===== config.mk =====
export PLATFORM = sky130hd
export DESIGN_NAME = reg_select_encoder
export DESIGN_NICKNAME = d
export VERILOG_FILES = /design/src/rtl/reg_select_encoder.sv
export SDC_FILE = /design/constraint.sdc
export NUM_CORES = 1
export LEC_CHECK = 0
export BUFFER_PORTS_ARGS = -buffer_cell sky130_fd_sc_hd__buf_2
export CORE_AREA = 2 2 39 41
export CTS_CLUSTER_DIAMETER = 120
export DETAILED_ROUTE_END_ITERATION = 10
export DIE_AREA = 0 0 41 43
export PLACE_DENSITY = 0.77
export SLEW_MARGIN = 0
export SYNTH_ARGS = -nofsm -noshare
export SYNTH_HDL_FRONTEND = slang
export SYNTH_SLANG_ARGS = --single-unit

===== constraint.sdc =====
create_clock -name clk -period 1.7 [get_ports clk]
set_input_delay 0.085 -clock clk [delete_from_list [all_inputs] [get_ports clk]]
set_output_delay 0.085 -clock clk [all_outputs]
set_load 0.01 [all_outputs]

===== src/rtl/reg_select_encoder.sv =====
// Sequential 4-to-2 register-select encoder: captures a multi-hot select vector,
// then emits the index of each set bit, lowest first, one per output handshake.
module reg_select_encoder (
    input  logic       clk,
    input  logic       rst_n,
    input  logic [3:0] register,
    input  logic       in_valid,
    output logic       in_ready,
    output logic [1:0] regNo,
    output logic       out_valid,
    input  logic       out_ready,
    output logic       last,
    output logic [2:0] count,
    output logic       empty_err
);

    typedef enum logic {
        IDLE = 1'b0,
        EMIT = 1'b1
    } state_t;

    state_t     state_reg, state_next;
    logic [3:0] pending_reg, pending_next;
    logic [2:0] count_reg, count_next;
    logic       empty_err_reg, empty_err_next;

    logic [3:0] below;
    logic [3:0] lowest;
    logic [2:0] popcount;

    // below[i] is set when any lower pending bit exists, isolating the lowest one
    assign below[0] = 1'b0;
    genvar gi;
    generate
        for (gi = 0; gi < 4; gi++) begin : g_low
            assign lowest[gi] = pending_reg[gi] & ~below[gi];
            if (gi < 3) begin : g_chain
                assign below[gi+1] = below[gi] | pending_reg[gi];
            end
        end
    endgenerate

    always_comb begin
        popcount = 3'd0;
        for (int i = 0; i < 4; i++) begin
            popcount = popcount + {2'b00, register[i]};
        end
    end

    always_ff @(posedge clk or negedge rst_n) begin
        if (!rst_n) begin
            state_reg     <= IDLE;
            pending_reg   <= 4'b0000;
            count_reg     <= 3'd0;
            empty_err_reg <= 1'b0;
        end else begin
            state_reg     <= state_next;
            pending_reg   <= pending_next;
            count_reg     <= count_next;
            empty_err_reg <= empty_err_next;
        end
    end

    always_comb begin
        state_next     = state_reg;
        pending_next   = pending_reg;
        count_next     = count_reg;
        empty_err_next = 1'b0;
        case (state_reg)
            IDLE: begin
                if (in_valid) begin
                    count_next = popcount;
                    if (register != 4'b0000) begin
                        pending_next = register;
                        state_next   = EMIT;
                    end else begin
                        empty_err_next = 1'b1;
                    end
                end
            end
            EMIT: begin
                if (out_ready) begin
                    pending_next = pending_reg & ~lowest;
                    if (pending_reg == lowest) begin
                        state_next = IDLE;
                    end
                end
            end
            default: state_next = IDLE;
        endcase
    end

    // Outputs are decoded from registers only; regNo/last are forced low when idle
    assign in_ready  = (state_reg == IDLE);
    assign out_valid = (state_reg == EMIT);
    assign regNo     = out_valid ? {lowest[3] | lowest[2], lowest[3] | lowest[1]} : 2'b00;
    assign last      = out_valid && (pending_reg == lowest);
    assign count     = count_reg;
    assign empty_err = empty_err_reg;

endmodule


==> out/metrics.cfg, run 1 <==
[sta]
relSlewSlack_pct = 78.5
fin_skew_ps = 13.0
tightestPinTransition_ps = 323
final_hold_viol_count = 0
fmax_ghz = 0.729
fin_crit_sh_pct = 80.7
finalSetupTns_ps = 0
setup_viol = 0
setup_ws_ps = 329
drv_slew = 0
hold_ws_ps = 86.3
rsz0062_at_grt = false
min_period_ps = 1370

[status]
status = finished clean

[cells_and_area]
drive_above_1_share_pct = 29.3
fin_area_um2 = 692
largest_reg_flops = 4
nFillCells = 143
syn_to_final_growth_pct = 24.8
nNetsFinal = 95
fin_cells = 98
finish.utilization_pct = 50.0
diodes = 0

[global_route]
overflow = 0
grtUsageTotal_pct = 14.8
grt_pass1_wl_um = 1750
grt_pass1_vias = 438
grt_max_degree = 11
antenna_found_initial = 0

[clock_tree]
cts_resized = 0
htreeDepth = 1
cts.clk_slew.worst_paths_ps = 70
cts_tree = done
cts_buffers = 3
cts_root_buf = clkbuf_4
cts.path.max_buffers = 2
cts.sinks = 9
clock_latency_ps = 260

[power_and_ir_drop]
finalPower_mw = 1.07
vdd_drop_max_uv = 514
powerDensity_nw_per_um2 = 1550
power.leakage_nw = 0.365

[die]
dieArea_um2 = 1760
rows = 14
coreArea_um2 = 1380
ios = 17
initial_core_util_pct = 40.1
fp.dieH_um = 43
die_w_um = 41

[drt]
wire_per_inst_um = 11.1
ant_nets = 0
drc = 0
num_vias = 504
first_pass_iters = 4
drt_wl_total_um = 1090
vias_per_cell = 5.14
drt_iter0_markers = 6

[worst_setup_path]
startpoint_type = flip-flop
end_kind = output pin
crit_buf_inv = 1
cp_cell_sequence = a211oi_1 -> nor2_1 -> nor2_1 -> buf_2
crit_slowest_cell = dfrtp_1
crit_arrival_ps = 1290
cp_max_fo = 6
slowest_delay_ps = 430
path_common_cell = nor2_1
cp.required_ps = 1620
cpLargestDelayFamily = flip-flops
critPathKind = flip-flop to output pin

[logic_synthesis]
async_reset_ff_share_pct = 100
yosysUniqueCellTypes = 25
synth.net_count = 73
netlist_instances = 61
synth-seq-cells = 9
ys_warn_count = 0
synth_top_area_share_pct = 40.6
synth_edf_count = 0
synth_common_cells = 11 x nand2_1, 9 x dfrtp_1, 8 x inv_1, 5 x nor2_1
synth_area_um2 = 554
synth.most_common_cell = nand2_1
syn_area_per_cell_um2 = 9.09
ys_seq_area_share_pct = 40.6
synthTopCellsByArea = dfrtp_1 41%, nand2_1 7.4%, ha_1 6.8%
yosys.area.top_type = dfrtp_1
ys.flop_type = dfrtp_1

[min_path]
hp-class = input port to flip-flop

[placed_design]
portBuffers = 16
place_congestion = 0.724
placed_area_um2 = 654
hpwl_um = 852
post-place-cells = 93
pre_cts_ws_ps = 209

[flow_run]
cap_violations = 0

==> what timing repair did <==
action / CTS / global route
endpoints found under the hold margin: 9 / 0
buffers inserted: 0 / 0
hold buffers: 1 / 0
setup endpoints to repair: 0 / 0
==> cells by family (layout without fill, tap and decap cells) <==
family,Yosys count,count (layout),synth area share (%)
fa+ha+maj,4,4,10.4
buf+inv,9,30,6.77
compound gates,14,14,17.8
flops,9,9,40.6
simple gates,25,25,24.4
==> layer usage <==
layer	share of wire [%]	wire length, um	track usage [%]
met5	0	0	0
met4	2.3	25	8.00
met3	4.3	47	3.14
met2	45	495	21.6
met1	48	520	19.5
==> cells in the final DEF (no fill, tap or decap), types with 2 or more instances in the layout <==
cell type	synthesis	routed
a211oi_1	2	2
a21oi_1	2	2
buf_2	0	16
clkbuf_4	0	3
dfrtp_1	9	9
ha_1	3	3
inv_1	8	8
nand2_1	11	11
nor2_1	5	5
o211ai_1	2	2
o21ai_0	3	3
==> final cells by class <==
cell class	instances	area, um2	share of cell area [%]
clock buffers	3	22.5	3.25
clock inverters	1	5.00	0.723
inverters	8	30.0	4.34
multi-input cells	43	292	42.1
flip-flops and latches	9	225	32.5
well taps	16	20.0	2.89
repair buffers	18	97.6	14.1
==> worst reg2reg max path, cell delays in order, from the launching register on <==
cell and delay (ps):
dfrtp_1 530, nand2b_4 80, or3b_1 380, a32o_1 260
==> final timing paths <==
kind	start	to	slack, ps	cells past startpoint
max	pending_reg[3]$_DFFE_PN0P_	last	330	4
min	register[2]	pending_reg[2]$_DFFE_PN0P_	90	2
max reg2reg	out_valid$_DFF_PN0_	pending_reg[2]$_DFFE_PN0P_	330	3
min reg2reg	count[2]$_DFFE_PN0P_	count[2]$_DFFE_PN0P_	470	2
max in group asynchronous	rst_n	pending_reg[0]$_DFFE_PN0P_	1300	2
min in group asynchronous	rst_n	count[0]$_DFFE_PN0P_	210	2
==> power breakdown <==
group / internal (mW) / switching (mW)
logic: 0.234 / 0.246
registers: 0.305 / 0.123
clock network: 0.0866 / 0.0788
Power figures use the tool's default switching activity.
==> inputs of run 2 (changes only) <==
--- a/config.mk
+++ b/config.mk
@@ -10,7 +10,7 @@
 export CTS_CLUSTER_DIAMETER = 120
 export DETAILED_ROUTE_END_ITERATION = 10
 export DIE_AREA = 0 0 41 43
-export PLACE_DENSITY = 0.77
+export PLACE_DENSITY = 0.8
 export SLEW_MARGIN = 0
 export SYNTH_ARGS = -nofsm -noshare
 export SYNTH_HDL_FRONTEND = slang
==> constraint.sdc (replaced) <==
create_clock -name clk -period 1.15 [get_ports clk]
set_input_delay 0.0575 -clock clk [delete_from_list [all_inputs] [get_ports clk]]
set_output_delay 0.0575 -clock clk [all_outputs]
set_load 0.01 [all_outputs]
==> run 2 against run 1 <==
Net effect: the flow now finishes with violations (negative setup slack); worst hold slack got worse by 28 ps; critical path depth unchanged; cell count rose by 17%; non-clock buffer count rose by 17; die area unchanged; first-iteration DRC count is 50% lower; routed wire length grew 45%; final area rose by 35%; sequential share of layout area down 8.0 points; combinational power rose to 3.1 times the previous value; power grew 120%; via count rose by 16%; critical endpoint is now pending_reg[2]$_DFFE_PN0P_.
==> out/metrics.cfg, run 2 (same netlist as run 1, synthesis figures left out) <==
[sta]
tightestPinTransition_ps = 332  ; was 323 ps
drv_slew = 0  ; unchanged
fmax_ghz = 0.719
final_hold_viol_count = 0  ; unchanged
fin_crit_sh_pct = 121
setup_ws_ps = -241  ; was 329 ps
fin_skew_ps = 11.7  ; was 13.0 ps
setup_viol = 6  ; was 0
min_period_ps = 1390
relSlewSlack_pct = 77.8  ; was 78.5%
rsz0062_at_grt = true  ; was false
hold_ws_ps = 58.1  ; was 86.3 ps

[drt]
drt_wl_total_um = 1580  ; was 1090 um
first_pass_iters = 5  ; was 4
num_vias = 586  ; was 504
drc = 0  ; unchanged
wire_per_inst_um = 13.7  ; was 11.1 um
drt_iter0_markers = 3  ; was 6
vias_per_cell = 5.10  ; was 5.14
ant_nets = 0  ; unchanged

[flow_run]
cap_violations = 0  ; unchanged

[clock_tree]
clock_latency_ps = 270  ; was 260 ps
cts.sinks = 9  ; unchanged
cts_buffers = 3  ; unchanged
cts_root_buf = clkbuf_4  ; unchanged
htreeDepth = 1  ; unchanged
cts_tree = done  ; unchanged
cts.path.max_buffers = 2  ; unchanged
cts.clk_slew.worst_paths_ps = 70  ; about the same

[global_route]
grt_max_degree = 10  ; was 11
grt_pass1_vias = 603  ; was 438
grtUsageTotal_pct = 21.1  ; was 14.8%
antenna_found_initial = 0  ; unchanged
grt_pass1_wl_um = 2510  ; was 1750 um
overflow = 0  ; unchanged

[cells_and_area]
drive_above_1_share_pct = 57.6  ; was 29.3%
layout_commonest_cell = buf_2  ; unchanged
largest_reg_flops = 4  ; unchanged
fin_cells = 115  ; was 98
layout_common_cells = 13 x buf_2, 11 x nand2_1, 11 x buf_4  ; was 16 x buf_2, 11 x nand2_1, 9 x dfrtp_1
nNetsFinal = 112  ; was 95
nFillCells = 106  ; was 143
syn_to_final_growth_pct = 68.4  ; was 24.8%
diodes = 0  ; unchanged

[placed_design]
pre_cts_ws_ps = -300  ; was 209 ps
portBuffers = 16  ; unchanged
hpwl_um = 1170  ; was 852 um
place_congestion = 0.779  ; was 0.724
post-place-cells = 105  ; was 93

[worst_setup_path]
cp_max_fo = 3  ; was 6
slowest_delay_ps = 440  ; was 430 ps
cp.required_ps = 1310  ; was 1620 ps
critPathKind = flip-flop to flip-flop  ; was flip-flop to output pin
cp_cell_sequence = buf_4 -> buf_6 -> or3b_1 -> a32o_1  ; was a211oi_1 -> nor2_1 -> nor2_1 -> buf_2
crit_arrival_ps = 1560  ; was 1290 ps
end_kind = flip-flop  ; was output pin
r2r_setup_slack_ps = -240  ; was 330 ps
startpoint_type = flip-flop  ; unchanged
crit_slowest_cell = dfrtp_2  ; was dfrtp_1

[power_and_ir_drop]
powerDensity_nw_per_um2 = 2530  ; was 1550 nW/um2
clkPwrFrac_pct = 10.8  ; was 15.4%
combPwrFrac_pct = 62.3  ; was 44.7%
vdd_drop_max_uv = 1450  ; was 514 uV
finalPower_mw = 2.36  ; was 1.07 mW
switching_share_pct = 40.6  ; was 41.7%
power.switching_mw = 0.957  ; was 0.448 mW
cellInternalPower_mw = 1.40  ; was 0.626 mW
power.leakage_nw = 0.454  ; was 0.365 nW
seq_power_share_pct = 26.9  ; was 39.9%

[die]
fp.dieH_um = 43  ; unchanged
rows = 14  ; unchanged
die_w_um = 41  ; unchanged
dieArea_um2 = 1760  ; unchanged
coreArea_um2 = 1380  ; unchanged
ios = 17  ; unchanged
initial_core_util_pct = 40.1  ; unchanged

[status]
status = finished, violations left  ; was finished clean
violations = negative setup slack

[min_path]
hp-class = input port to flip-flop  ; unchanged

==> run 2: changes by cell type in the layout (fill, tap and decap cells not counted), sizes merged <==
cell and change:
clkinv -1, buf +17, clkbuf +1
==> run 2: through the flow <==
stage / instance area [um2] / TNS, ps / utilization [%]
final: 933 / -821 / 67.5
after global routing: 933 / -1180 / 67.5
after CTS: 833 / -543 / 60.2
after detailed placement: 757 / -962 / 54.7
after global placement: 757 / -825 / 54.7
after floorplan: 571 / -231 / -
==> run 2: final timing paths <==
check	from	to	depth (start not counted)
max in group asynchronous	rst_n	pending_reg[1]$_DFFE_PN0P_	2
hold reg to reg	count[1]$_DFFE_PN0P_	count[1]$_DFFE_PN0P_	2
setup reg to reg	pending_reg[1]$_DFFE_PN0P_	pending_reg[2]$_DFFE_PN0P_	4
min in group asynchronous	rst_n	count[0]$_DFFE_PN0P_	2
setup / recovery	pending_reg[1]$_DFFE_PN0P_	pending_reg[2]$_DFFE_PN0P_	4
hold / removal	register[3]	pending_reg[3]$_DFFE_PN0P_	3
==> run 2: power groups by stage <==
stage	clock network (mW)	registers, mW	logic (mW)
after floorplan	0	0.599	0.532
after detailed placement	0	0.587	0.969
after CTS	0.256	0.578	1.10
after global routing	0.275	0.646	1.61
final	0.255	0.635	1.47
after global placement	0	0.578	0.937
==> run 2: cell type report <==
type	count	area, um2	share of cell area [%]
Inverter	8	35.0	3.75
Timing Repair Buffer	35	270	29.0
Multi-Input combinational cell	43	353	37.8
Tap cell	16	20.0	2.14
Clock buffer	4	26.3	2.82
Sequential cell	9	229	24.5
==> run 2: repair_timing <==
action                                  4_1_cts  5_1_grt
pin swaps                                     0        5
resized for setup                             5       23
buffers inserted                              2        3
hold buffers                                  1        0
hold endpoints to repair                      9        0
endpoints found under the setup margin       10       10
==> run 2: layer usage <==
| metal | vias to the layer above | GRT usage (%) | routed length (um) | share of wire (%) |
|---|---|---|---|---|
| met5 | - | 0 | 0 | 0 |
| met4 | 0 | 12.7 | 23 | 1.5 |
| met3 | 2 | 3.66 | 54 | 3.4 |
| met2 | 15 | 32.8 | 833 | 53 |
| met1 | 284 | 25.6 | 669 | 42 |
| li1 | 285 | - | - | - |
==> run 2: worst max-delay path, delay by kind of cell (launching register included) <==
family,cells,cell delay [ps]
compound gates,1,260
buf+inv,2,260
flops,1,440
simple gates,1,340
==> inputs of run 3 (changes only) <==
--- a/config.mk
+++ b/config.mk
@@ -5,12 +5,12 @@
 export SDC_FILE = /design/constraint.sdc
 export NUM_CORES = 1
 export LEC_CHECK = 0
-export BUFFER_PORTS_ARGS = -buffer_cell sky130_fd_sc_hd__buf_2
 export CORE_AREA = 2 2 39 41
 export CTS_CLUSTER_DIAMETER = 120
 export DETAILED_ROUTE_END_ITERATION = 10
 export DIE_AREA = 0 0 41 43
-export PLACE_DENSITY = 0.8
+export DONT_BUFFER_PORTS = 1
+export PLACE_DENSITY = 0.68
 export SLEW_MARGIN = 0
 export SYNTH_ARGS = -nofsm -noshare
 export SYNTH_HDL_FRONTEND = slang
==> run 3 against run 2 <==
Net effect: the flow still finishes with violations (negative setup slack); global-route usage grew 0.32 points; fmax grew 4.7%; highest routed layer unchanged; first-iteration DRC count grew 100%; via count fell by 9.0%.
==> out/metrics.cfg, run 3 (same netlist as run 1, synthesis figures left out) <==
[global_route]
grt_max_degree = 10  ; unchanged
overflow = 0  ; unchanged
grt_pass1_vias = 549  ; was 603
antenna_found_initial = 0  ; unchanged
grt_pass1_wl_um = 2440  ; was 2510 um
grtUsageTotal_pct = 21.4  ; was 21.1%

[worst_setup_path]
cp_max_fo = 4  ; was 3
startpoint_type = flip-flop  ; unchanged
cp.required_ps = 1090  ; was 1310 ps
end_kind = output pin  ; was flip-flop
crit_arrival_ps = 1270  ; was 1560 ps
r2r_cells = 3  ; was 4
critPathKind = flip-flop to output pin  ; was flip-flop to flip-flop

[clock_tree]
htreeDepth = 1  ; unchanged
cts.sinks = 9  ; unchanged
cts.path.max_buffers = 2  ; unchanged
clock_latency_ps = 260  ; was 270 ps
cts.clk_slew.worst_paths_ps = 70  ; about the same
cts_root_buf = clkbuf_4  ; unchanged
cts_tree = done  ; unchanged
cts_buffers = 3  ; unchanged

[power_and_ir_drop]
power.leakage_nw = 0.381  ; was 0.454 nW
combPwrFrac_pct = 55.8  ; was 62.3%
power.switching_mw = 0.877  ; was 0.957 mW
switching_share_pct = 41.8  ; was 40.6%
finalPower_mw = 2.10  ; was 2.36 mW
cellInternalPower_mw = 1.22  ; was 1.40 mW
seq_power_share_pct = 31.9  ; was 26.9%
clkPwrFrac_pct = 12.2  ; was 10.8%
powerDensity_nw_per_um2 = 2530  ; about the same
vdd_drop_max_uv = 1360  ; was 1450 uV

[status]
violations = negative setup slack  ; unchanged
status = finished, violations left  ; unchanged

[min_path]
hp-class = input port to flip-flop  ; unchanged
hold-path-cell-count = 3  ; unchanged

[drt]
drt_iter0_markers = 6  ; was 3
ant_nets = 0  ; unchanged
drc = 0  ; unchanged
vias_per_cell = 5.38  ; was 5.10
drt_wl_total_um = 1500  ; was 1580 um
wire_per_inst_um = 15.2  ; was 13.7 um
first_pass_iters = 4  ; was 5
num_vias = 533  ; was 586

[cells_and_area]
largest_reg_flops = 4  ; unchanged
nFillCells = 119  ; was 106
syn_to_final_growth_pct = 49.2  ; was 68.4%
layout_commonest_cell = nand2_1  ; was buf_2
fin_area_um2 = 827  ; was 933 um2
drive_above_1_share_pct = 44.6  ; was 57.6%
fin_cells = 99  ; was 115
layout_common_cells = 11 x nand2_1, 10 x buf_4, 7 x dfrtp_1  ; was 13 x buf_2, 11 x nand2_1, 11 x buf_4
diodes = 0  ; unchanged
nNetsFinal = 96  ; was 112

[sta]
drv_slew = 0  ; unchanged
fin_skew_ps = 5.62  ; was 11.7 ps
final_hold_viol_count = 0  ; unchanged
fin_crit_sh_pct = 115  ; was 121%
setup_ws_ps = -178  ; was -241 ps
finalSetupTns_ps = -378  ; was -821 ps
relSlewSlack_pct = 70.5  ; was 77.8%
min_period_ps = 1330  ; was 1390 ps
fmax_ghz = 0.753  ; was 0.719 GHz
rsz0062_at_grt = true  ; unchanged
setup_viol = 4  ; was 6
tightestPinTransition_ps = 441  ; was 332 ps

[placed_design]
place_congestion = 0.789  ; was 0.779
portBuffers = 0  ; was 16
pre_cts_ws_ps = -125  ; was -300 ps
post-place-cells = 89  ; was 105
hpwl_um = 1030  ; was 1170 um
placed_area_um2 = 677  ; was 757 um2

[die]
fp.dieH_um = 43  ; unchanged
ios = 17  ; unchanged
rows = 14  ; unchanged
coreArea_um2 = 1380  ; unchanged
die_w_um = 41  ; unchanged
initial_core_util_pct = 40.1  ; unchanged
dieArea_um2 = 1760  ; unchanged

[flow_run]
cap_violations = 0  ; unchanged

-- run 3: final cells by class --
class | count | area (um2) | share of cell area (%)
flip-flops and latches | 9 | 228 | 27.5
well taps | 16 | 20.0 | 2.42
clock buffers | 4 | 26.3 | 3.18
inverters | 8 | 32.5 | 3.93
multi-input cells | 43 | 350 | 42.4
repair buffers | 19 | 170 | 20.6
-- run 3: power by group through the flow --
stage / sequential (mW) / clock, mW / combinational, mW
floorplan: 0.599 / 0 / 0.532
global placement: 0.617 / 0 / 0.855
detailed placement: 0.625 / 0 / 0.875
CTS: 0.640 / 0.257 / 1.02
global route: 0.691 / 0.279 / 1.30
finish: 0.669 / 0.256 / 1.17
-- run 3: layer usage --
metal	GRT usage [%]	wire length (um)	vias to the layer above
met5	0	0	-
li1	-	-	255
met4	12.0	40	0
met2	30.3	780	13
met1	27.9	623	261
met3	6.28	59	4
-- run 3: repair_timing --
action                     in CTS  in global routing
gates resized for setup         8                 11
pin swaps                       2                  5
hold buffers                    5                  0
hold endpoints to repair       14                  0
setup endpoints to repair      13                 12
buffers inserted                1                  0
-- run 3: worst max-delay path, cell delays in order, from the launching register on --
cell and delay, ps:
dfrtp_1 420, buf_6 150, a211oi_4 220, nor2_1 80
nor2_2 140
-- run 3: worst paths after layout --
kind                                            start                    endpoint  slack, ps
hold reg to reg                  count[0]$_DFFE_PN0P_        count[0]$_DFFE_PN0P_        540
hold / removal                              out_ready  pending_reg[3]$_DFFE_PN0P_         40
setup / recovery           pending_reg[1]$_DFFE_PN0P_                        last       -180
max in group asynchronous                       rst_n  pending_reg[2]$_DFFE_PN0P_        650
min in group asynchronous                       rst_n        count[0]$_DFFE_PN0P_        170
setup reg to reg           pending_reg[0]$_DFFE_PN0P_  pending_reg[2]$_DFFE_PN0P_        -90
-- run 3: metrics by stage --
step | hold slack (ps) | utilization (%)
6_report | 40.3 | 59.8
5_1_grt | 56.2 | 59.8
4_1_cts | 44.6 | 57.0
3_5_place_dp | -238 | 48.9
3_3_place_gp | -238 | 48.9
2_1_floorplan | -238 | -
